File: config.mk
export PLATFORM = sky130hd
export DESIGN_NAME = uart_tx_frame_engine
export DESIGN_NICKNAME = d
export VERILOG_FILES = /design/src/rtl/uart_tx_frame_engine.sv
export SDC_FILE = /design/constraint.sdc
export NUM_CORES = 1
export LEC_CHECK = 0
export ABC_AREA = 1
export CAP_MARGIN = 10
export CORE_MARGIN = 2
export CORE_UTILIZATION = 45
export DETAILED_ROUTE_END_ITERATION = 8
export PLACE_DENSITY = 0.7
export SYNTH_ARGS = -nofsm -noshare
export SYNTH_HDL_FRONTEND = slang
export SYNTH_SLANG_ARGS = --single-unit
export TNS_END_PERCENT = 10
File: constraint.sdc
create_clock -name clk_in -period 2.2 [get_ports clk_in]
set_input_delay 0.22 -clock clk_in [delete_from_list [all_inputs] [get_ports clk_in]]
set_output_delay 0.22 -clock clk_in [all_outputs]
set_load 0.005 [all_outputs]
File: src/rtl/uart_tx_frame_engine.sv
// uart_tx_frame_engine: UART transmitter serialising start, LSB-first data, optional parity and
// stop bits on an oversampled baud tick, with break override and abort on enable loss.
module uart_tx_frame_engine #(
   parameter int DATA_W_MAX = 8,
   parameter int OSR_A = 16,
   parameter int OSR_B = 13
) (
   input  logic                  clk_in,
   input  logic                  rst_in,
   input  logic                  enable_in,
   input  logic                  baud_tick_in,
   input  logic                  osm_sel_in,
   input  logic [3:0]            wls_in,
   input  logic                  pen_in,
   input  logic                  eps_in,
   input  logic                  sp_in,
   input  logic                  stb_in,
   input  logic                  break_in,
   input  logic [DATA_W_MAX-1:0] data_in,
   input  logic                  data_valid_in,
   output logic                  data_ready_out,
   output logic                  serial_out,
   output logic                  busy_out,
   output logic                  done_out
);
   localparam int OSR_M = OSR_A > OSR_B ? OSR_A : OSR_B;
   localparam int TW = $clog2(2 * OSR_M) + 1;
   localparam logic [TW-1:0] ONE = TW'(1);
   localparam logic [3:0] NMAX = 4'(DATA_W_MAX);
   typedef enum logic [2:0] {IDLE, START, DATA, PARITY, STOP} state_t;
   state_t state;
   logic [TW-1:0] tick_cnt, osr_q, lim, stop_lim;
   logic [3:0] bit_cnt, n_q, n_c;
   logic [DATA_W_MAX-1:0] sh_q, masked;
   logic pen_q, stb_q, par_q, line_q, busy_q, done_q;
   assign n_c = wls_in < 4'd5 ? 4'd5 : (wls_in > NMAX ? NMAX : wls_in);
   assign masked = data_in & ~({DATA_W_MAX{1'b1}} << n_c);
   // a 5-bit character with the extra stop bit gets one and a half stop bits
   assign stop_lim = !stb_q ? osr_q - ONE :
                     (n_q == 4'd5 ? osr_q + (osr_q >> 1) - ONE : (osr_q << 1) - ONE);
   assign lim = state == STOP ? stop_lim : osr_q - ONE;
   assign data_ready_out = state == IDLE && enable_in && !rst_in;
   assign serial_out = line_q && !break_in;
   assign busy_out = busy_q;
   assign done_out = done_q;
   always_ff @(posedge clk_in) begin
      if (rst_in) begin
         state <= IDLE;
         line_q <= 1'b1;
         busy_q <= 1'b0;
         done_q <= 1'b0;
         tick_cnt <= '0;
         bit_cnt <= '0;
      end else begin
         done_q <= 1'b0;
         if (state != IDLE && !enable_in) begin
            state <= IDLE;
            line_q <= 1'b1;
            busy_q <= 1'b0;
            tick_cnt <= '0;
            bit_cnt <= '0;
         end else if (state == IDLE) begin
            if (data_valid_in && data_ready_out) begin
               state <= START;
               line_q <= 1'b0;
               busy_q <= 1'b1;
               tick_cnt <= '0;
               bit_cnt <= '0;
               sh_q <= masked;
               n_q <= n_c;
               pen_q <= pen_in;
               stb_q <= stb_in;
               par_q <= sp_in ? !eps_in : (eps_in ? ^masked : ~^masked);
               osr_q <= osm_sel_in ? TW'(OSR_B) : TW'(OSR_A);
            end
         end else if (baud_tick_in) begin
            if (tick_cnt != lim) tick_cnt <= tick_cnt + ONE;
            else begin
               tick_cnt <= '0;
               case (state)
                  START: begin
                     state <= DATA;
                     line_q <= sh_q[0];
                  end
                  DATA: begin
                     if (bit_cnt == n_q - 4'd1) begin
                        state <= pen_q ? PARITY : STOP;
                        line_q <= pen_q ? par_q : 1'b1;
                     end else begin
                        bit_cnt <= bit_cnt + 4'd1;
                        sh_q <= sh_q >> 1;
                        line_q <= sh_q[1];
                     end
                  end
                  PARITY: begin
                     state <= STOP;
                     line_q <= 1'b1;
                  end
                  default: begin
                     state <= IDLE;
                     busy_q <= 1'b0;
                     done_q <= 1'b1;
                  end
               endcase
            end
         end
      end
   end
endmodule

==> flow_metrics.tcl <==
set metrics [dict create \
    status "complete, no violations" \
    cts_buffers 5 \
    wl_per_cell_microns 11.7 \
    maxCapViolCount 0 \
    synthCells 273 \
    grtUsageTotal_pct 17.3 \
    critPathMaxFanout 8 \
    crit_family "simple AND/OR/NAND/NOR gates" \
    clkPwrFrac_pct 19.7 \
    io_pins 27 \
    synth.cell_area_sq_mm 0.00208 \
    start_util_pct 47.1 \
    fin_skew_ps 4.16 \
    gr-total-overflow 0 \
    path_cells "inv_2 -> ha_2 -> xnor2_2 -> nor2_1 -> nand2_1 -> nor2_1 -> nor2_1 -> inv_1 -> a21oi_2 -> nand3_2 -> inv_2 -> buf_12" \
    worstPathRequired_ps 2200 \
    ys_ff_latch 33 \
    swShare_pct 37.2 \
    placed_area_sq_mm 0.00248 \
    cts_hold_buffers 0 \
    critical_path.endpoint "sh_q[7]$_SDFFCE_PN0P_" \
    worstMarginPinSlew_ps 302 \
    via_count 1839 \
    num-nets-final 347 \
    p_leak_nw 1.15 \
    tns_ps 0 \
    synth_top_family_by_area "simple AND/OR/NAND/NOR gates" \
    p_sw_uw 815 \
    cp-start-kind "flop" \
    synth_compound_area_share_pct 6.92 \
    die_w_microns 72.0 \
    yosys_warnings 0 \
    finalPower_mw 2.19 \
    drv_slew 0 \
    clk-insertion-delay-late_ps 280 \
    synth-xor-area-share_pct 6.32 \
    startpoint "n_q[0]$_DFFE_PP_" \
    finalSetupViolations 0 \
    critPathBufInv 4 \
    crit_arrival_ps 2120 \
    grt_pass1_wl_mm 7.10 \
    drc 0 \
    coreArea_sq_mm 0.00441 \
    root_buffer "clkbuf_8" \
    p_seq_share_pct 39.3 \
    max_clock_freq_ghz 0.471 \
    crit_top_cell "nor2_1" \
    holdWs_ps 463 \
    diodes 0 \
    die_h_microns 72.0 \
    clock_path_buffers 2 \
    muxShareOfSynthArea_pct 0 \
    max_slew_margin_pct 79.8 \
    p_per_area_mw_per_mm2 835 \
    rows 24 \
    rr_endpoint "sh_q[7]$_SDFFCE_PN0P_" \
    critPathKind "reg2reg" \
    avgSynthCellArea_sq_um 7.61 \
    stdcell_count 371 \
    antenna_found_initial 0 \
    power_frac_comb_pct 41.0 \
    worst-path-stages 12 \
    utilization_pct 59.5 \
    synth-simple-area-share_pct 34.1 \
    synth-adder-area-share_pct 3.61 \
    setup_ws_ps 77.5 \
    drive_gt1_share_pct 17.6 \
    totalWireLength_mm 4.36 \
    syn_nets 302 \
    place_ws_ps 68.7 \
    hold_class "reg2reg" \
    clock_sinks 33 \
    first_pass_iters 4 \
    port_buffers 26 \
    drtAntennaViolNets 0 \
    r2r_slack_ps 80 \
    cpPeakStageDelay_ps 430 \
    die_area_sq_mm 0.00518 \
    ys_types 31 \
    grt_pass1_vias 1624 \
    crit_path_top_delay_cell "edfxtp_1" \
    post-place-cells 359 \
    cts_tree "yes" \
    area_delta_synth_final_pct 26.3 \
    ys_seq_area_share_pct 40.0 \
    rr_startpoint "n_q[0]$_DFFE_PP_" \
    finalHoldViolCount 0 \
    endpoint_kind "flop" \
    layout_common_cells "67 x nand2_1, 34 x inv_1, 26 x clkdlybuf4s50_1" \
    final_common_cell "nand2_1" \
    final_area_sq_mm 0.00263 \
    initialDrtViolationCount 124 \
    post_drt_via_cell_ratio 4.96 \
    grt_max_degree 13 \
    gp_congestion 0.861 \
    reg2reg_depth 12 \
    period_needed_ps 2120 \
    p_int_mw 1.38 \
    finalCritPeriodShare_pct 96.5 \
    htreeDepth 2 \
    cts.clk_slew.worst_paths_ps 70 \
    hpwl_mm 3.32 \
    ir_drop_mv 0.493 \
]
==> kinds of logic after synthesis <==
logic type                 count (synthesis)
AOI/OAI and AO/OA                         25
xor gates and xnor gates                  15
adders and majority gates                  6
buffers and inverters                     47
DFF                                       33
and+or+nand+nor                          147
==> cells in the mapped netlist, drive strengths merged <==
cell / number / area, sq um
nor3: 5 / 30.0
clkbuf: 2 / 7.51
a211oi: 1 / 7.51
edfxtp: 17 / 510
xor2: 9 / 78.8
o22ai: 1 / 6.26
nor4: 1 / 6.26
ha: 6 / 75.1
inv: 43 / 164
o21ai: 11 / 70.1
xnor2: 6 / 52.6
nand2: 76 / 320
nand4: 9 / 56.3
nor2: 31 / 166
a21oi: 12 / 60.1
buf: 2 / 16.3
dfxtp: 16 / 320
nand3: 25 / 130
==> worst register-to-register path, delay by kind of cell (launching register included) <==
family	cells	cell delay, ps
AO/OA/AOI/OAI	1	180
XOR/XNOR	1	120
adder cells (fa/ha/maj)	1	280
buffers and inverters	4	390
flip-flops	1	430
AND/OR/NAND/NOR	5	450
==> power by group through the flow <==
stage / logic, mW / clock network [mW] / registers, mW
6_report: 0.898 / 0.433 / 0.862
2_1_floorplan: 0.580 / 0 / 0.853
3_5_place_dp: 0.842 / 0 / 0.874
3_3_place_gp: 0.832 / 0 / 0.871
4_1_cts: 0.847 / 0.443 / 0.861
5_1_grt: 1.00 / 0.472 / 0.876
==> repair_timing <==
item,CTS,global route
setup endpoints to repair,0,8
endpoints found under the hold margin,0,0
gates resized for setup,0,10
setup buffers,0,4
==> worst min-delay path by stage <==
stage / startpoint / endpoint / slack (ps) / cells after the start
after floorplan: osm_sel_in / osr_q[3]$_DFFE_PP_ / 320 / 0
after global placement: busy_out$_SDFFE_PP0P_ / busy_out$_SDFFE_PP0P_ / 460 / 2
after detailed placement: busy_out$_SDFFE_PP0P_ / busy_out$_SDFFE_PP0P_ / 460 / 2
after CTS: busy_out$_SDFFE_PP0P_ / busy_out$_SDFFE_PP0P_ / 470 / 2
after global routing: pen_in / pen_q$_DFFE_PP_ / 490 / 1
final: busy_out$_SDFFE_PP0P_ / busy_out$_SDFFE_PP0P_ / 460 / 2
==> sequential cells by signal (all words and copies together), names as in the netlist, 2 cells and up <==
signal and count:
state 3, tick_cnt 6, sh_q 8, osr_q 2, n_q 4, bit_cnt 4
==> area by class of cell <==
class / count / area (sq um)
Fill cell: 393 / 1790
Multi-Input combinational cell: 193 / 1090
Sequential cell: 33 / 831
Timing Repair Buffer: 42 / 393
Inverter: 43 / 164
Clock buffer: 5 / 68.8
Tap cell: 52 / 65.1
Clock inverter: 3 / 12.5
==> routing by layer <==
layer	share of wire [%]	GRT usage [%]
met1	44	23.2
met2	50	28.7
met3	5.1	3.75
met4	0.85	4.19
met5	0	0
Note: power is estimated with default switching activity, not from simulation.
